[src/rtl/ysyx_25040129_lsu_ctrl_pkg.sv]
// Shared encodings, FSM state constants and decode helpers for the LSU.
// Imported by the LSU control FSM and the lane/alignment sub-module.
package ysyx_25040129_lsu_ctrl_pkg;

  localparam logic [2:0] RD_NONE = 3'b000;
  localparam logic [2:0] RD_LB   = 3'b001;
  localparam logic [2:0] RD_LH   = 3'b010;
  localparam logic [2:0] RD_LW   = 3'b011;
  localparam logic [2:0] RD_LBU  = 3'b100;
  localparam logic [2:0] RD_LHU  = 3'b101;

  localparam logic [1:0] WR_NONE = 2'b00;
  localparam logic [1:0] WR_SB   = 2'b01;
  localparam logic [1:0] WR_SH   = 2'b10;
  localparam logic [1:0] WR_SW   = 2'b11;

  typedef logic [1:0] lsu_state_t;

  localparam lsu_state_t ST_IDLE   = 2'd0;
  localparam lsu_state_t ST_ACCESS = 2'd1;
  localparam lsu_state_t ST_WAIT   = 2'd2;
  localparam lsu_state_t ST_DONE   = 2'd3;

  // Encodings 110/111 are illegal and collapse to "no read".
  function automatic logic [2:0] lsu_read_norm(input logic [2:0] op);
    return (op > RD_LHU) ? RD_NONE : op;
  endfunction

  // Expects a normalised read op; the write op only matters when there is no read.
  function automatic logic lsu_misaligned(input logic [2:0] rd_op, input logic [1:0] wr_op,
                                          input logic [1:0] addr_lo);
    logic mis;
    mis = 1'b0;
    case (rd_op)
      RD_LH, RD_LHU: mis = addr_lo[0];
      RD_LW:         mis = |addr_lo;
      RD_NONE: begin
        case (wr_op)
          WR_SH:   mis = addr_lo[0];
          WR_SW:   mis = |addr_lo;
          default: mis = 1'b0;
        endcase
      end
      default:       mis = 1'b0;
    endcase
    return mis;
  endfunction

endpackage

[src/rtl/ysyx_25040129_lsu_ctrl_if.sv]
// Bundles the EXU request, memory bus and WBU writeback channels of the LSU.
// master = the LSU itself, slave = its surroundings (EXU, memory, WBU).
interface ysyx_25040129_lsu_ctrl_if #(
  parameter int unsigned ADDR_W = 32,
  parameter int unsigned DATA_W = 32
);

  logic              is_req_valid_from_exu;
  logic              is_req_ready_to_exu;
  logic [31:0]       pc_in_lsu;
  logic [DATA_W-1:0] result_in_lsu;
  logic [DATA_W-1:0] lsu_write_data_in_lsu;
  logic [2:0]        lsu_read_in_lsu;
  logic [1:0]        lsu_write_in_lsu;
  logic [4:0]        rd_in_lsu;
  logic              reg_write_in_lsu;

  logic              mem_req_valid;
  logic              mem_req_ready;
  logic [ADDR_W-1:0] mem_addr;
  logic              mem_wen;
  logic [DATA_W-1:0] mem_wdata;
  logic [3:0]        mem_wstrb;
  logic              mem_rvalid;
  logic [DATA_W-1:0] mem_rdata;

  logic              is_req_valid_to_wbu;
  logic              is_req_ready_from_wbu;
  logic [31:0]       pc_out_lsu;
  logic [DATA_W-1:0] result_out_lsu;
  logic [4:0]        rd_out_lsu;
  logic              reg_write_out_lsu;
  logic              misalign_fault_out_lsu;

  modport master (
    input  is_req_valid_from_exu, pc_in_lsu, result_in_lsu, lsu_write_data_in_lsu,
           lsu_read_in_lsu, lsu_write_in_lsu, rd_in_lsu, reg_write_in_lsu,
           mem_req_ready, mem_rvalid, mem_rdata, is_req_ready_from_wbu,
    output is_req_ready_to_exu, mem_req_valid, mem_addr, mem_wen, mem_wdata, mem_wstrb,
           is_req_valid_to_wbu, pc_out_lsu, result_out_lsu, rd_out_lsu, reg_write_out_lsu,
           misalign_fault_out_lsu
  );

  modport slave (
    output is_req_valid_from_exu, pc_in_lsu, result_in_lsu, lsu_write_data_in_lsu,
           lsu_read_in_lsu, lsu_write_in_lsu, rd_in_lsu, reg_write_in_lsu,
           mem_req_ready, mem_rvalid, mem_rdata, is_req_ready_from_wbu,
    input  is_req_ready_to_exu, mem_req_valid, mem_addr, mem_wen, mem_wdata, mem_wstrb,
           is_req_valid_to_wbu, pc_out_lsu, result_out_lsu, rd_out_lsu, reg_write_out_lsu,
           misalign_fault_out_lsu
  );

endinterface

[src/rtl/ysyx_25040129_lsu_align.sv]
// Combinational byte-lane logic: store strobes/data replication, load extraction
// with sign/zero extension, and the misalignment flag.
module ysyx_25040129_lsu_align
  import ysyx_25040129_lsu_ctrl_pkg::*;
(
  input  logic [2:0]  i_rd_op,
  input  logic [1:0]  i_wr_op,
  input  logic [1:0]  i_addr_lo,
  input  logic [31:0] i_wdata,
  input  logic [31:0] i_rdata,
  output logic [3:0]  o_wstrb,
  output logic [31:0] o_wdata,
  output logic [31:0] o_rdata,
  output logic        o_misalign
);

  logic [7:0]  w_byte;
  logic [15:0] w_half;

  always_comb begin
    w_byte = i_rdata[{i_addr_lo, 3'b000} +: 8];
    w_half = i_addr_lo[1] ? i_rdata[31:16] : i_rdata[15:0];

    o_wstrb = 4'b0000;
    o_wdata = 32'h0;
    case (i_wr_op)
      WR_SB: begin
        o_wstrb = 4'b0001 << i_addr_lo;
        o_wdata = {4{i_wdata[7:0]}};
      end
      WR_SH: begin
        o_wstrb = 4'b0011 << i_addr_lo;
        o_wdata = {2{i_wdata[15:0]}};
      end
      WR_SW: begin
        o_wstrb = 4'b1111;
        o_wdata = i_wdata;
      end
      default: ;
    endcase

    o_rdata = 32'h0;
    case (i_rd_op)
      RD_LB:   o_rdata = {{24{w_byte[7]}}, w_byte};
      RD_LH:   o_rdata = {{16{w_half[15]}}, w_half};
      RD_LW:   o_rdata = i_rdata;
      RD_LBU:  o_rdata = {24'h0, w_byte};
      RD_LHU:  o_rdata = {16'h0, w_half};
      default: ;
    endcase

    o_misalign = lsu_misaligned(i_rd_op, i_wr_op, i_addr_lo);
  end

endmodule

[src/rtl/ysyx_25040129_lsu_ctrl.sv]
// LSU control FSM: takes one instruction from EXU, runs at most one memory
// transaction on a single-outstanding bus, and offers the result to WBU.
module ysyx_25040129_lsu_ctrl
  import ysyx_25040129_lsu_ctrl_pkg::*;
#(
  parameter int unsigned ADDR_W = 32,
  parameter int unsigned DATA_W = 32
) (
  input  logic                          clk,
  input  logic                          rst,
  ysyx_25040129_lsu_ctrl_if.master      lsu_bus
);

  lsu_state_t        r_state;
  lsu_state_t        w_state_next;
  logic [31:0]       r_pc;
  logic [ADDR_W-1:0] r_addr;
  logic [DATA_W-1:0] r_wdata;
  logic [DATA_W-1:0] r_result;
  logic [2:0]        r_rd_op;
  logic [1:0]        r_wr_op;
  logic [4:0]        r_rd;
  logic              r_reg_write;
  logic              r_fault;

  logic              w_idle;
  logic              w_hs;
  logic [2:0]        w_rd_op;
  logic [1:0]        w_wr_op;
  logic              w_is_mem;
  logic              w_is_store;
  logic [2:0]        w_sel_rd;
  logic [1:0]        w_sel_wr;
  logic [1:0]        w_sel_lo;
  logic [3:0]        w_wstrb;
  logic [31:0]       w_wdata;
  logic [31:0]       w_load_data;
  logic              w_misalign;

  // Reads win over writes; an illegal read encoding falls back to the write field.
  assign w_rd_op    = lsu_read_norm(lsu_bus.lsu_read_in_lsu);
  assign w_wr_op    = (w_rd_op != RD_NONE) ? WR_NONE : lsu_bus.lsu_write_in_lsu;
  assign w_is_mem   = (w_rd_op != RD_NONE) || (w_wr_op != WR_NONE);
  assign w_is_store = (w_wr_op != WR_NONE);
  assign w_idle     = (r_state == ST_IDLE);
  assign w_hs       = w_idle && lsu_bus.is_req_valid_from_exu;

  // In IDLE the aligner judges the incoming op; afterwards it works on the held op.
  assign w_sel_rd = w_idle ? w_rd_op : r_rd_op;
  assign w_sel_wr = w_idle ? w_wr_op : r_wr_op;
  assign w_sel_lo = w_idle ? lsu_bus.result_in_lsu[1:0] : r_addr[1:0];

  ysyx_25040129_lsu_align u_align (
    .i_rd_op    (w_sel_rd),
    .i_wr_op    (w_sel_wr),
    .i_addr_lo  (w_sel_lo),
    .i_wdata    (r_wdata),
    .i_rdata    (lsu_bus.mem_rdata),
    .o_wstrb    (w_wstrb),
    .o_wdata    (w_wdata),
    .o_rdata    (w_load_data),
    .o_misalign (w_misalign)
  );

  always_comb begin
    w_state_next = r_state;
    case (r_state)
      ST_IDLE: begin
        if (w_hs) w_state_next = (w_is_mem && !w_misalign) ? ST_ACCESS : ST_DONE;
      end
      ST_ACCESS: if (lsu_bus.mem_req_ready) w_state_next = ST_WAIT;
      ST_WAIT:   if (lsu_bus.mem_rvalid) w_state_next = ST_DONE;
      ST_DONE:   if (lsu_bus.is_req_ready_from_wbu) w_state_next = ST_IDLE;
      default:   w_state_next = ST_IDLE;
    endcase
  end

  always_ff @(posedge clk or negedge rst) begin
    if (!rst) begin
      r_state     <= ST_IDLE;
      r_pc        <= '0;
      r_addr      <= '0;
      r_wdata     <= '0;
      r_result    <= '0;
      r_rd_op     <= RD_NONE;
      r_wr_op     <= WR_NONE;
      r_rd        <= '0;
      r_reg_write <= 1'b0;
      r_fault     <= 1'b0;
    end else begin
      r_state <= w_state_next;
      if (w_hs) begin
        r_pc        <= lsu_bus.pc_in_lsu;
        r_addr      <= lsu_bus.result_in_lsu;
        r_wdata     <= lsu_bus.lsu_write_data_in_lsu;
        r_rd_op     <= w_rd_op;
        r_wr_op     <= w_wr_op;
        r_rd        <= lsu_bus.rd_in_lsu;
        r_fault     <= w_misalign;
        // Misaligned ops report the address; loads overwrite this in WAIT.
        r_result    <= (w_is_store && !w_misalign) ? '0 : lsu_bus.result_in_lsu;
        r_reg_write <= (w_is_store || w_misalign) ? 1'b0 : lsu_bus.reg_write_in_lsu;
      end else if ((r_state == ST_WAIT) && lsu_bus.mem_rvalid) begin
        r_result <= w_load_data;
      end
    end
  end

  assign lsu_bus.is_req_ready_to_exu    = w_idle;
  assign lsu_bus.mem_req_valid          = (r_state == ST_ACCESS);
  assign lsu_bus.mem_addr               = {r_addr[ADDR_W-1:2], 2'b00};
  assign lsu_bus.mem_wen                = lsu_bus.mem_req_valid && (r_wr_op != WR_NONE);
  assign lsu_bus.mem_wstrb              = lsu_bus.mem_req_valid ? w_wstrb : 4'b0000;
  assign lsu_bus.mem_wdata              = lsu_bus.mem_req_valid ? w_wdata : '0;
  assign lsu_bus.is_req_valid_to_wbu    = (r_state == ST_DONE);
  assign lsu_bus.pc_out_lsu             = r_pc;
  assign lsu_bus.result_out_lsu         = r_result;
  assign lsu_bus.rd_out_lsu             = r_rd;
  assign lsu_bus.reg_write_out_lsu      = r_reg_write;
  assign lsu_bus.misalign_fault_out_lsu = r_fault;

endmodule

[src/flat_wrapper.sv]
// flat-port wrapper written by rule: the top's interface ports become plain ports
module ysyx_25040129_lsu_ctrl_flat import ysyx_25040129_lsu_ctrl_pkg::*;
#(
  parameter int unsigned ADDR_W = 32,
  parameter int unsigned DATA_W = 32
)
  (clk, rst, lsu_bus_is_req_valid_from_exu, lsu_bus_pc_in_lsu, lsu_bus_result_in_lsu, lsu_bus_lsu_write_data_in_lsu, lsu_bus_lsu_read_in_lsu, lsu_bus_lsu_write_in_lsu, lsu_bus_rd_in_lsu, lsu_bus_reg_write_in_lsu, lsu_bus_mem_req_ready, lsu_bus_mem_rvalid, lsu_bus_mem_rdata, lsu_bus_is_req_ready_from_wbu, lsu_bus_is_req_ready_to_exu, lsu_bus_mem_req_valid, lsu_bus_mem_addr, lsu_bus_mem_wen, lsu_bus_mem_wdata, lsu_bus_mem_wstrb, lsu_bus_is_req_valid_to_wbu, lsu_bus_pc_out_lsu, lsu_bus_result_out_lsu, lsu_bus_rd_out_lsu, lsu_bus_reg_write_out_lsu, lsu_bus_misalign_fault_out_lsu);
  ysyx_25040129_lsu_ctrl_if #(.ADDR_W(ADDR_W), .DATA_W(DATA_W)) lsu_bus_i ();
  input  logic clk;
  input  logic rst;
  input wire logic [$bits(lsu_bus_i.is_req_valid_from_exu)-1:0] lsu_bus_is_req_valid_from_exu;
  input wire logic [$bits(lsu_bus_i.pc_in_lsu)-1:0] lsu_bus_pc_in_lsu;
  input wire logic [$bits(lsu_bus_i.result_in_lsu)-1:0] lsu_bus_result_in_lsu;
  input wire logic [$bits(lsu_bus_i.lsu_write_data_in_lsu)-1:0] lsu_bus_lsu_write_data_in_lsu;
  input wire logic [$bits(lsu_bus_i.lsu_read_in_lsu)-1:0] lsu_bus_lsu_read_in_lsu;
  input wire logic [$bits(lsu_bus_i.lsu_write_in_lsu)-1:0] lsu_bus_lsu_write_in_lsu;
  input wire logic [$bits(lsu_bus_i.rd_in_lsu)-1:0] lsu_bus_rd_in_lsu;
  input wire logic [$bits(lsu_bus_i.reg_write_in_lsu)-1:0] lsu_bus_reg_write_in_lsu;
  input wire logic [$bits(lsu_bus_i.mem_req_ready)-1:0] lsu_bus_mem_req_ready;
  input wire logic [$bits(lsu_bus_i.mem_rvalid)-1:0] lsu_bus_mem_rvalid;
  input wire logic [$bits(lsu_bus_i.mem_rdata)-1:0] lsu_bus_mem_rdata;
  input wire logic [$bits(lsu_bus_i.is_req_ready_from_wbu)-1:0] lsu_bus_is_req_ready_from_wbu;
  output wire logic [$bits(lsu_bus_i.is_req_ready_to_exu)-1:0] lsu_bus_is_req_ready_to_exu;
  output wire logic [$bits(lsu_bus_i.mem_req_valid)-1:0] lsu_bus_mem_req_valid;
  output wire logic [$bits(lsu_bus_i.mem_addr)-1:0] lsu_bus_mem_addr;
  output wire logic [$bits(lsu_bus_i.mem_wen)-1:0] lsu_bus_mem_wen;
  output wire logic [$bits(lsu_bus_i.mem_wdata)-1:0] lsu_bus_mem_wdata;
  output wire logic [$bits(lsu_bus_i.mem_wstrb)-1:0] lsu_bus_mem_wstrb;
  output wire logic [$bits(lsu_bus_i.is_req_valid_to_wbu)-1:0] lsu_bus_is_req_valid_to_wbu;
  output wire logic [$bits(lsu_bus_i.pc_out_lsu)-1:0] lsu_bus_pc_out_lsu;
  output wire logic [$bits(lsu_bus_i.result_out_lsu)-1:0] lsu_bus_result_out_lsu;
  output wire logic [$bits(lsu_bus_i.rd_out_lsu)-1:0] lsu_bus_rd_out_lsu;
  output wire logic [$bits(lsu_bus_i.reg_write_out_lsu)-1:0] lsu_bus_reg_write_out_lsu;
  output wire logic [$bits(lsu_bus_i.misalign_fault_out_lsu)-1:0] lsu_bus_misalign_fault_out_lsu;
  assign lsu_bus_i.is_req_valid_from_exu = lsu_bus_is_req_valid_from_exu;
  assign lsu_bus_i.pc_in_lsu = lsu_bus_pc_in_lsu;
  assign lsu_bus_i.result_in_lsu = lsu_bus_result_in_lsu;
  assign lsu_bus_i.lsu_write_data_in_lsu = lsu_bus_lsu_write_data_in_lsu;
  assign lsu_bus_i.lsu_read_in_lsu = lsu_bus_lsu_read_in_lsu;
  assign lsu_bus_i.lsu_write_in_lsu = lsu_bus_lsu_write_in_lsu;
  assign lsu_bus_i.rd_in_lsu = lsu_bus_rd_in_lsu;
  assign lsu_bus_i.reg_write_in_lsu = lsu_bus_reg_write_in_lsu;
  assign lsu_bus_i.mem_req_ready = lsu_bus_mem_req_ready;
  assign lsu_bus_i.mem_rvalid = lsu_bus_mem_rvalid;
  assign lsu_bus_i.mem_rdata = lsu_bus_mem_rdata;
  assign lsu_bus_i.is_req_ready_from_wbu = lsu_bus_is_req_ready_from_wbu;
  assign lsu_bus_is_req_ready_to_exu = lsu_bus_i.is_req_ready_to_exu;
  assign lsu_bus_mem_req_valid = lsu_bus_i.mem_req_valid;
  assign lsu_bus_mem_addr = lsu_bus_i.mem_addr;
  assign lsu_bus_mem_wen = lsu_bus_i.mem_wen;
  assign lsu_bus_mem_wdata = lsu_bus_i.mem_wdata;
  assign lsu_bus_mem_wstrb = lsu_bus_i.mem_wstrb;
  assign lsu_bus_is_req_valid_to_wbu = lsu_bus_i.is_req_valid_to_wbu;
  assign lsu_bus_pc_out_lsu = lsu_bus_i.pc_out_lsu;
  assign lsu_bus_result_out_lsu = lsu_bus_i.result_out_lsu;
  assign lsu_bus_rd_out_lsu = lsu_bus_i.rd_out_lsu;
  assign lsu_bus_reg_write_out_lsu = lsu_bus_i.reg_write_out_lsu;
  assign lsu_bus_misalign_fault_out_lsu = lsu_bus_i.misalign_fault_out_lsu;
  ysyx_25040129_lsu_ctrl #(.ADDR_W(ADDR_W), .DATA_W(DATA_W)) u_core (.clk(clk), .rst(rst), .lsu_bus(lsu_bus_i));
endmodule
[config.mk]
export PLATFORM = sky130hd
export DESIGN_NAME = ysyx_25040129_lsu_ctrl_flat
export DESIGN_NICKNAME = d
export VERILOG_FILES = /design/src/rtl/ysyx_25040129_lsu_ctrl_pkg.sv /design/src/rtl/ysyx_25040129_lsu_ctrl_if.sv /design/src/rtl/ysyx_25040129_lsu_align.sv /design/src/rtl/ysyx_25040129_lsu_ctrl.sv /design/src/flat_wrapper.sv
export SDC_FILE = /design/constraint.sdc
export NUM_CORES = 1
export LEC_CHECK = 0
export CAP_MARGIN = 20
export CORE_MARGIN = 5
export CORE_UTILIZATION = 69
export CTS_CLUSTER_SIZE = 24
export DETAILED_ROUTE_END_ITERATION = 6
export DONT_BUFFER_PORTS = 1
export GPL_TIMING_DRIVEN = 0
export PLACE_DENSITY_LB_ADDON = 0.2
export SLEW_MARGIN = 20
export SYNTH_ARGS = -nofsm -noshare
export SYNTH_HDL_FRONTEND = slang
export SYNTH_SLANG_ARGS = --single-unit
[constraint.sdc]
create_clock -name clk -period 6.75 [get_ports clk]
set_input_delay 1.35 -clock clk [delete_from_list [all_inputs] [get_ports clk]]
set_output_delay 1.35 -clock clk [all_outputs]
set_load 0.05 [all_outputs]
# Word level (Yosys, flattened, before mapping)
# Cells that the tools add are included.
# word_totals
register_bits	142
in_bits	145
output_inout_bits	143
word_cells	69
# classes
n_lt_le_gt_ge	1
n_eq_ne	15
shifts	3
mux	23
reduce_logical	17
# ops
cell	n
32-bit case mux with 5 select lines	1
32-bit 2-to-1 mux	4
32-bit case mux with 3 select lines	1
32-bit by 6-bit indexed part select with 8-bit output	1
16-bit 2-to-1 mux	1
2-bit 2-to-1 mux	8
4-bit case mux with 3 select lines	1
2-bit == test (second input constant)	4
2-bit != test (second input constant)	4
2-bit case mux with 4 select lines	1
3-bit by 2-bit == test with 1-bit output (second input constant)	2
3-bit == test (second input constant)	2
3-bit 2-to-1 mux	2
2-bit nonzero test	3
1-bit logical AND	5
2-bit by 1-bit == test with 1-bit output (second input constant)	2
4-bit 2-to-1 mux	1
4-bit AND reduction	1
2-bit OR reduction	2
1-bit by 2-bit left shift with 4-bit output (first input constant)	1
2-bit by 2-bit left shift with 4-bit output (first input constant)	1
3-bit by 1-bit == test with 1-bit output (second input constant)	1
3-bit greater-than comparator (second input constant)	1
3-bit logical NOT	1
other kinds (7)	8

# Logic depth before layout (Yosys ltp)
# Gate-level depths: netlist of the first run.
# logic_depth
ltp_word	13
ltp_mapped	17
ltp_nobuf	11

# Cells and area by module
# Synthesis of the first run repeated with hierarchy kept, for this count alone.
# unflattened
cells_unflattened	917
area_unflattened_um2	7803.7
# modules_own_cells
module	instances	cells_per_inst	area_each_um2	seq_area_each_um2
ysyx_25040129_lsu_ctrl	1	676	6303.5	3553.4
ysyx_25040129_lsu_align	1	241	1500.2	0.0

# Least setup slack after synthesis of the first run
# Ideal clock, no wire load.
# synth_timing
path_type	input port to output port
start	input port lsu_bus_lsu_read_in_lsu[2]
end	output port lsu_bus_mem_wdata[24]
t_arrival_ps	3643
required_ps	5400
setup_slack_ps	1757
cell_stages	10
n_path_buf	2
path_cell_list	or3_1 > nand2_1 > nand2_1 > o21bai_1 > inv_1 > ha_1 > nand2b_1 > clkbuf_1 > buf_1 > nor2_1
# synth_via
elab_chain_cells	8
elab_cells_between_ends	10
classes_between	order compare: 1; eq/ne: 3; mux: 5; reduce/logical: 1
# synth_lines
element	line_no	rtl
from (decl)	flat_wrapper.sv:15	input wire logic [$bits(lsu_bus_i.lsu_read_in_lsu)-1:0] lsu_bus_lsu_read_in_lsu;
3-bit greater-than comparator	ysyx_25040129_lsu_ctrl_pkg.sv:26	return (op > RD_LHU) ? RD_NONE : op;
3-bit 2-to-1 mux *	ysyx_25040129_lsu_ctrl_pkg.sv:26	
3-bit nonzero test *	ysyx_25040129_lsu_ctrl.sv:42	assign w_wr_op = (w_rd_op != RD_NONE) ? WR_NONE : lsu_bus.lsu_write_in_lsu;
2-bit 2-to-1 mux *	ysyx_25040129_lsu_ctrl.sv:42	
2-bit 2-to-1 mux *	ysyx_25040129_lsu_ctrl.sv:50	assign w_sel_wr = w_idle ? w_wr_op : r_wr_op;
2-bit == test / 2-bit by 1-bit == test with 1-bit output (equally long branches)	ysyx_25040129_lsu_align.sv:26	case (i_wr_op)
32-bit case mux with 3 select lines *	ysyx_25040129_lsu_align.sv:26	
32-bit 2-to-1 mux *	ysyx_25040129_lsu_ctrl.sv:114	assign lsu_bus.mem_wdata = lsu_bus.mem_req_valid ? w_wdata : '0;
to (decl)	flat_wrapper.sv:27	output wire logic [$bits(lsu_bus_i.mem_wdata)-1:0] lsu_bus_mem_wdata;
# Every way passes the cells marked *; elsewhere a longest branch is shown, timed or not.

# Worst setup path after layout of the first run
# layout_timing
start	register u_core.r_state[1]
end	output port lsu_bus_mem_wdata[10]
# layout_via
elab_chain_cells	5
elab_cells_between_ends	8
classes_between	eq/ne: 4; mux: 3; reduce/logical: 1
# layout_lines
element	line_no	rtl
from (decl)	ysyx_25040129_lsu_ctrl.sv:14	lsu_state_t r_state;
from (signal assigned)	ysyx_25040129_lsu_ctrl.sv:91	r_state <= w_state_next;
2-bit logical NOT *	ysyx_25040129_lsu_ctrl.sv:45	assign w_idle = (r_state == ST_IDLE);
via lsu_bus_is_req_ready_to_exu	flat_wrapper.sv:23	output wire logic [$bits(lsu_bus_i.is_req_ready_to_exu)-1:0] lsu_bus_is_req_ready_to_exu;
2-bit 2-to-1 mux *	ysyx_25040129_lsu_ctrl.sv:50	
2-bit == test / 2-bit by 1-bit == test with 1-bit output (equally long branches)	ysyx_25040129_lsu_align.sv:26	
32-bit case mux with 3 select lines *	ysyx_25040129_lsu_align.sv:26	
32-bit 2-to-1 mux *	ysyx_25040129_lsu_ctrl.sv:114	
# Mark *: on every way through the listed nets, which the timed path passes. The rest lies on a longest branch.

==> results of run 1 <==
==> metrics by stage <==
step	setup slack (ps)	power, W
final	581	0.00535
after global routing	332	0.00560
after CTS	649	0.00531
after detailed placement	1270	0.00431
after global placement	1320	0.00422
after floorplan	1760	0.00382
==> cell usage in the layout, fill, tap and decap left out, types with 9 or more instances in the layout <==
cell type / Yosys / final
a21o_1: 25 / 25
a21oi_1: 23 / 23
a221o_1: 25 / 25
a22oi_1: 16 / 16
a31oi_1: 13 / 13
and2_1: 11 / 11
and3_1: 30 / 30
buf_1: 11 / 11
buf_2: 9 / 9
buf_4: 32 / 33
clkbuf_1: 31 / 31
clkbuf_16: 0 / 16
dfrtp_1: 142 / 142
ha_1: 9 / 9
inv_1: 10 / 10
mux2i_1: 11 / 11
nand2_1: 273 / 273
nand3_1: 11 / 11
nor2_1: 39 / 39
o21ai_0: 24 / 24
==> registers in the layout, indices dropped and copies added, names as in the netlist <==
| signal | count |
|---|---|
| u_core.lsu_bus.pc_out_lsu | 32 |
| u_core.lsu_bus.result_out_lsu | 32 |
| u_core.r_addr | 32 |
| u_core.r_wdata | 32 |
| u_core.lsu_bus.rd_out_lsu | 5 |
| u_core.r_rd_op | 3 |
| u_core.r_state | 2 |
| u_core.r_wr_op | 2 |
| u_core.lsu_bus.misalign_fault_out_lsu | 1 |
| u_core.lsu_bus.reg_write_out_lsu | 1 |
==> worst max-delay path, stage by stage, from the launching register on <==
cell and delay [ps]:
dfrtp_1 420, inv_1 120, ha_1 520, buf_6 200
buf_6 140, buf_2 240, clkbuf_1 370, nor2b_1 90
o21bai_1 250, inv_1 130, ha_1 150, clkbuf_1 340
clkbuf_1 390, a22oi_1 160, nor2_1 770
==> metal layers <==
layer	share of wire (%)	track usage (%)
met2	48	61.2
met4	4.0	16.0
met5	0	0
met1	36	45.0
met3	13	13.6
==> cell families after synthesis <==
family	after synthesis
and+or+nand+nor	393
AOI/OAI and AO/OA	174
DFF	142
buffers and inverters	99
muxes	19
adders and majority gates	9
other	1
xor gates and xnor gates	1
==> cell type report <==
type                            count  area (µm²)
Sequential cell                   142        3550
Multi-Input combinational cell    598        3400
Timing Repair Buffer                1        7.51
Tap cell                          140         175
Inverter                           10        37.5
Clock inverter                     13         178
Clock buffer                       19         442
Buffer                             89         504
Fill cell                         750        2440
==> power by group through the flow <==
stage          Clock, W  Combinational (W)  Sequential (W)
2_1_floorplan         0            0.00176         0.00206
3_3_place_gp          0            0.00206         0.00216
3_5_place_dp          0            0.00213         0.00218
4_1_cts        0.000985            0.00215         0.00217
5_1_grt         0.00103            0.00235         0.00222
6_report       0.000991            0.00218         0.00219
==> path summary, 6_finish.rpt <==
check	from	to	slack, ps	cells past startpoint
worst min-delay path	u_core.r_rd_op[0]	u_core.r_rd_op[0]	470	2
min in group asynchronous	rst	u_core.r_addr[12]	510	0
worst max-delay path	u_core.r_state[1]	lsu_bus_mem_wdata[10]	580	14
worst min register to register	u_core.r_rd_op[0]	u_core.r_rd_op[0]	470	2
worst max register to register	u_core.r_state[1]	u_core.lsu_bus.result_out_lsu[4]	2100	16
max in group asynchronous	rst	u_core.r_wdata[3]	6070	0
==> impl_metrics.json, run 1 <==
{
  "status": "complete, no violations",
  "syn_area_mm2": 0.00750,
  "fmax_mhz": 162,
  "synth_xor_area_share_pct": 0.117,
  "hpwlAfterDp_mm": 18.3,
  "globalRoute.totalOverflow": 0,
  "yosys.area_share.simple_pct": 22.6,
  "h-tree-depth": 4,
  "io_pins": 288,
  "yosys-top-cells-area": "dfrtp_1 47%, nand2_1 14%, a221o_1 3.3%, buf_4 3.2%, a21o_1 2.5%",
  "place.port_buffers": 0,
  "clk_pin_slew_worst_paths_ps": 70,
  "cts_resized": 0,
  "ys_ff_latch": 142,
  "leakage_nw": 4.12,
  "fin_setup_tns_ps": 0,
  "synth_top_area_cell": "dfrtp_1",
  "final_util_pct": 77.3,
  "clkPwrFrac_pct": 18.5,
  "post-cts-setup-buffer-count": 0,
  "switching_share_pct": 52.4,
  "wl_mm": 24.7,
  "antenna_found_initial": 0,
  "routedWlPerCell_um": 24.4,
  "end_kind": "output port",
  "hold_violations": 0,
  "clockBufferDepth": 2,
  "intPower_w": 0.00255,
  "max_slew_margin_pct": 33.8,
  "grt_pass1_wl_mm": 37.2,
  "synthToLayoutAreaGrowth_pct": 10.7,
  "drtIter0Drc": 1005,
  "dp_cells": 979,
  "synth_mux_area_share_pct": 3.36,
  "finalCritPeriodShare_pct": 91.4,
  "post-synth-top-count-cell": "nand2_1",
  "synth_top_family_by_area": "simple AND/OR/NAND/NOR gates",
  "nets": 1013,
  "crit_type": "reg2out",
  "dpl_cell_area_mm2": 0.00767,
  "seqPwrFrac_pct": 40.8,
  "synth-edff-count": 0,
  "startpoint_type": "flip-flop",
  "cts_buffers": 17,
  "synthCells": 838,
  "fin_crit_ps": 6170,
  "slew_violations": 0,
  "clock_skew_ps": 10.7,
  "synthAdderAreaFrac_pct": 1.50,
  "avgSynthCellArea_um2": 8.95,
  "setup_viol": 0,
  "synth_top_area_share_pct": 47.4,
  "vias": 6740,
  "yosysWarnings": 0,
  "cap_violations": 0,
  "synth_ff_type": "dfrtp_1",
  "p_sw_w": 0.00280,
  "cts_tree": "yes",
  "dieArea_mm2": 0.0130,
  "grt_max_degree": 143,
  "grt_pass1_vias": 6699,
  "hold_buffers": 0,
  "arrival_ps": 4820,
  "drive_gt1_share_pct": 12.0,
  "synth_common_cells": "273 x nand2_1, 142 x dfrtp_1, 39 x nor2_1, 32 x buf_4, 31 x clkbuf_1",
  "grt_usage_pct": 37.5,
  "pwr-share-comb_pct": 40.7,
  "root_buffer": "clkbuf_8",
  "yosysSeqAreaShare_pct": 47.4,
  "gp_congestion": 0.963,
  "cp.required_ps": 5400,
  "num_rows": 38,
  "ir_drop_v": 0.000376,
  "power.density_mw_per_mm2": 645,
  "synth_cell_types": 61,
  "viasPerCell": 6.66,
  "whs_ps": 465,
  "critPathMaxFanout": 10,
  "synth_compound_area_share_pct": 17.7,
  "die_width_um": 114,
  "die_y_um": 114,
  "clk_latency_ps": 540,
  "antennaDiodeCount": 0,
  "rsz0062_at_grt": "false",
  "fp.coreArea_mm2": 0.0107,
  "finalInstanceArea_mm2": 0.00830,
  "ant_nets": 0,
  "start_util_pct": 69.8,
  "drt_pass1_iterations": 6,
  "layoutNonFillerInstCount": 1012,
  "worstMarginPinSlew_ps": 990,
  "min_path_type": "reg2reg",
  "drc": 0,
  "async_flop_share_pct": 100,
  "cts.sinks": 142
}
Power figures use the tool's default switching activity.
==> inputs of run 2 (changes only) <==
CORE_AREA = 2 2 111 113   (was default)
CORE_MARGIN = default   (was 5)
CORE_UTILIZATION = default   (was 69)
CTS_BUF_LIST = sky130_fd_sc_hd__clkbuf_16   (was default)
DIE_AREA = 0 0 113 115   (was default)
==> impl_metrics.json, run 2 (same netlist as run 1, synthesis figures left out) <==
{
  "r2r-end": "u_core.lsu_bus.result_out_lsu[30]",
  "crit_type": "reg2out",
  "critical_path.max_stage_delay_ps": 780,
  "clk_pin_slew_worst_paths_ps": 60,
  "critPathMaxFanout": 10,
  "crit_top_cell": "clkbuf_1",
  "reg2reg_slack_ps": 2100,
  "whs_ps": 476,
  "ir_drop_v": 0.000395,
  "clk_latency_ps": 420,
  "crit_cells": 14,
  "setup.worst_path.start": "u_core.r_state[0]",
  "start_util_pct": 63.5,
  "total_power_w": 0.00522,
  "clockBufferDepth": 2,
  "fin_setup_tns_ps": 0,
  "worstMarginPinSlew_ps": 1050,
  "cp.required_ps": 5400,
  "nets": 1012,
  "status": "finished, violations left",
  "finalCritPeriodShare_pct": 90.6,
  "r2r_cells": 16,
  "place.port_buffers": 0,
  "rsz0062_at_grt": "false",
  "globalRoute.totalOverflow": 0,
  "root_buffer": "clkbuf_16",
  "setup_viol": 0,
  "violations": "design-rule violations",
  "cts_tree": "yes",
  "die_y_um": 115,
  "post-cts-setup-buffer-count": 0,
  "cp_num_buf_inv": 8,
  "r2r-start": "u_core.r_state[0]",
  "antenna_found_initial": 0,
  "drc": 40,
  "drtIter0Drc": 641,
  "cap_violations": 0,
  "hpwlAfterDp_mm": 17.5,
  "hold_violations": 0,
  "grt_pass1_wl_mm": 35.1,
  "io_pins": 288,
  "final_cell_mix": "273 x nand2_1, 142 x dfrtp_1, 39 x nor2_1",
  "end_kind": "output port",
  "die_width_um": 113,
  "cp_cell_sequence": "inv_1 > ha_1 > buf_6 > buf_6 > buf_2 > clkbuf_1 > nor2b_1 > o21bai_1 > inv_1 > ha_1 > clkbuf_1 > clkbuf_1 > a22oi_1 > nor2_1",
  "startpoint_type": "flip-flop",
  "cp_slowest_cell": "nor2_1",
  "grt_usage_pct": 35.5,
  "holdPathStages": 1,
  "power.density_mw_per_mm2": 633,
  "min_path_type": "reg2reg",
  "drive_gt1_share_pct": 11.5,
  "hold_end": "u_core.r_addr[15]",
  "grt_pass1_vias": 6318,
  "register_area_mm2": 0.00355,
  "finalInstanceArea_mm2": 0.00826,
  "worstHoldStart": "u_core.r_addr[15]",
  "gp_congestion": 0.907,
  "cts_buffers": 17,
  "dpl_cell_area_mm2": 0.00768,
  "leakage_nw": 4.10,
  "final_util_pct": 69.9,
  "slew_violations": 0,
  "cts_resized": 0,
  "routedWlPerCell_um": 22.7,
  "fp.coreArea_mm2": 0.0118,
  "ant_nets": 0,
  "fillCellCount": 947,
  "dieArea_mm2": 0.0130,
  "clock_skew_ps": 7.14,
  "max_slew_margin_pct": 27.7,
  "drt_pass1_iterations": 7,
  "h-tree-depth": 4,
  "num_rows": 40,
  "layout_commonest_cell": "nand2_1",
  "cp_top_family": "buffers and inverters",
  "fmax_mhz": 164,
  "viasPerCell": 6.29,
  "wl_mm": 23.2,
  "synthToLayoutAreaGrowth_pct": 10.1,
  "multi_input_area_mm2": 0.00340,
  "fin_crit_ps": 6110,
  "cts.sinks": 142,
  "grt_max_degree": 143,
  "vias": 6412,
  "arrival_ps": 4760,
  "hold_buffers": 0
}
run 2: cell count changes in the layout (fill, tap and decap cells not counted), sizes merged:
cell,previous run,this run
inv,15,16
diode,0,1
buf,58,57
clkbuf,51,49
clkinv,4,6
bufinv,3,2
run 2: worst max-delay path by stage:
stage	end
global placement	lsu_bus_mem_wdata[10]
global route	lsu_bus_mem_wdata[10]
detailed placement	lsu_bus_mem_wdata[10]
finish	lsu_bus_mem_wdata[13]
CTS	lsu_bus_mem_wdata[10]
floorplan	lsu_bus_mem_wdata[24]
run 2: power breakdown:
group          internal, W  total, W  switching, W
clock network     0.000541  0.000905      0.000364
registers          0.00122   0.00217      0.000945
logic             0.000729   0.00215       0.00142
run 2: layout make-up:
class                           count  share of cell area (%)
Inverter                           10                   0.455
Multi-Input combinational cell    598                    41.2
Tap cell                          147                    2.23
Antenna cell                        1                  0.0303
Clock inverter                     15                    1.76
Clock buffer                       17                    5.15
Buffer                             89                    6.11
Sequential cell                   142                    43.0
run 2: routing by layer:
layer	vias up	wire, µm	part of all wire (%)	GRT usage, %
li1	2907	-	-	-
met1	3056	8450	36	42.6
met2	393	11200	48	58.6
met3	56	2690	12	12.0
met4	0	837	3.6	15.7
met5	-	0	0	0
run 2: stage by stage:
step	setup WS, ps	instances
floorplan	1760	839
global placement	1220	986
detailed placement	1110	986
CTS	654	1018
global route	323	1018
finish	637	1019
==> inputs of run 3 (changes only) <==
CORE_AREA = 2 2 112 114   (was 2 2 111 113)
DIE_AREA = 0 0 114 116   (was 0 0 113 115)
clock period = 7 ns   (was 6.75 ns; I/O delays follow)
==> impl_metrics.json, run 3 (same netlist as run 1, synthesis figures left out) <==
{
  "status": "complete, no violations",
  "cts_tree": "yes",
  "cts_buffers": 17,
  "root_buffer": "clkbuf_16",
  "cp_top_family": "buffers and inverters",
  "rsz0062_at_grt": "false",
  "finalCritPeriodShare_pct": 87.0,
  "finalInstanceArea_mm2": 0.00828,
  "cts_resized": 0,
  "crit_type": "reg2out",
  "cp_cell_sequence": "inv_1 > ha_1 > buf_6 > buf_6 > buf_2 > clkbuf_1 > nor2b_1 > o21bai_1 > inv_1 > ha_1 > clkbuf_1 > or2_2 > clkbuf_1 > a22oi_1 > nor2_1",
  "drtIter0Drc": 584,
  "cts.sinks": 142,
  "layout_commonest_cell": "nand2_1",
  "nets": 1012,
  "grt_pass1_vias": 6360,
  "clock_skew_ps": 6.05,
  "die_y_um": 116,
  "fin_setup_tns_ps": 0,
  "arrival_ps": 4690,
  "dpl_cell_area_mm2": 0.00768,
  "hold_violations": 0,
  "start_util_pct": 62.9,
  "r2r-start": "u_core.r_state[0]",
  "fin_crit_ps": 6090,
  "grt_usage_pct": 34.6,
  "post-place-ws_ps": 1360,
  "fillCellCount": 953,
  "cap_violations": 0,
  "place.port_buffers": 0,
  "dieArea_mm2": 0.0132,
  "clk_latency_ps": 420,
  "clk_pin_slew_worst_paths_ps": 60,
  "antennaDiodeCount": 0,
  "drt_pass1_iterations": 7,
  "final_cell_mix": "273 x nand2_1, 142 x dfrtp_1, 39 x nor2_1",
  "slew_violations": 0,
  "final_util_pct": 69.5,
  "startpoint_type": "flip-flop",
  "end_kind": "output port",
  "synthToLayoutAreaGrowth_pct": 10.4,
  "setup_viol": 0,
  "h-tree-depth": 4,
  "globalRoute.totalOverflow": 0,
  "power.density_mw_per_mm2": 611,
  "drive_gt1_share_pct": 11.5,
  "post-cts-setup-buffer-count": 0,
  "num_rows": 40,
  "endpoint": "lsu_bus_mem_wdata[23]",
  "clockBufferDepth": 2,
  "wl_mm": 23.0,
  "gp_congestion": 0.938,
  "max_slew_margin_pct": 30.2,
  "vias": 6582,
  "io_pins": 288,
  "r2r-end": "u_core.lsu_bus.result_out_lsu[4]",
  "leakage_nw": 4.09,
  "ir_drop_v": 0.000339,
  "crit_top_cell": "clkbuf_1",
  "cp_slowest_cell": "nor2_1",
  "hold_buffers": 0,
  "critPathMaxFanout": 10,
  "holdPathStages": 2,
  "fp.coreArea_mm2": 0.0119,
  "ant_nets": 0,
  "fmax_mhz": 164,
  "fin_ws_ps": 912,
  "reg2reg_slack_ps": 2380,
  "crit_cells": 15,
  "die_width_um": 114,
  "critical_path.max_stage_delay_ps": 710,
  "antenna_found_initial": 0,
  "drc": 0,
  "hpwlAfterDp_mm": 17.3,
  "grt_max_degree": 143,
  "min_path_type": "reg2reg",
  "r2r_cells": 16,
  "routedWlPerCell_um": 22.6,
  "cp_num_buf_inv": 8,
  "worstMarginPinSlew_ps": 1020,
  "viasPerCell": 6.47,
  "grt_pass1_wl_mm": 35.0,
  "setup.worst_path.start": "u_core.r_state[0]",
  "cp.required_ps": 5600
}
-- run 3: cell count changes in the layout (fill, tap and decap cells not counted) --
cell	previous run	this run
inv_1	13	10
clkinv_1	1	3
clkinv_2	2	0
clkinvlp_4	1	3
bufinv_16	2	3
diode_2	1	0
inv_6	3	2
-- run 3: per-stage QoR --
step	instances	hold slack, ps	power (W)
after floorplan	839	431	0.00368
after global placement	986	451	0.00406
after detailed placement	986	450	0.00413
after CTS	1017	462	0.00504
after global routing	1017	495	0.00531
final	1017	459	0.00506
-- run 3: worst min-delay path, stage by stage (launching register included) --
cell	delay (ps)
dfrtp_1	330
nand2_1	50
nand2_1	50
-- run 3: worst min-delay path by stage --
stage | startpoint | slack (ps) | to
after global placement | u_core.r_rd_op[0] | 450 | u_core.r_rd_op[0]
after detailed placement | u_core.r_rd_op[0] | 450 | u_core.r_rd_op[0]
final | u_core.r_rd_op[0] | 460 | u_core.r_rd_op[0]
after floorplan | u_core.r_rd_op[0] | 430 | u_core.r_rd_op[0]
after global routing | u_core.r_addr[27] | 490 | u_core.r_addr[27]
after CTS | u_core.r_rd_op[0] | 460 | u_core.r_rd_op[0]
-- run 3: final cells by class --
class | count | area [µm²] | share of cell area, %
Buffer | 89 | 504 | 6.09
Clock buffer | 17 | 425 | 5.14
Clock inverter | 14 | 168 | 2.03
Inverter | 10 | 37.5 | 0.454
Multi-Input combinational cell | 598 | 3400 | 41.1
Sequential cell | 142 | 3550 | 42.9
Tap cell | 147 | 184 | 2.22
-- run 3: layer usage --
metal | vias up | routed length (µm) | track usage [%]
li1 | 2902 | - | -
met1 | 3158 | 8260 | 41.0
met2 | 455 | 11200 | 58.8
met3 | 67 | 2740 | 11.5
met4 | 0 | 831 | 13.4
met5 | - | 0 | 0
-- run 3: where the power goes --
part,leakage (nW),switching (W),internal [W],total (W)
clock network,0.278,0.000355,0.000558,0.000913
registers,1.79,0.000914,0.00118,0.00209
logic,2.02,0.00135,0.000703,0.00206
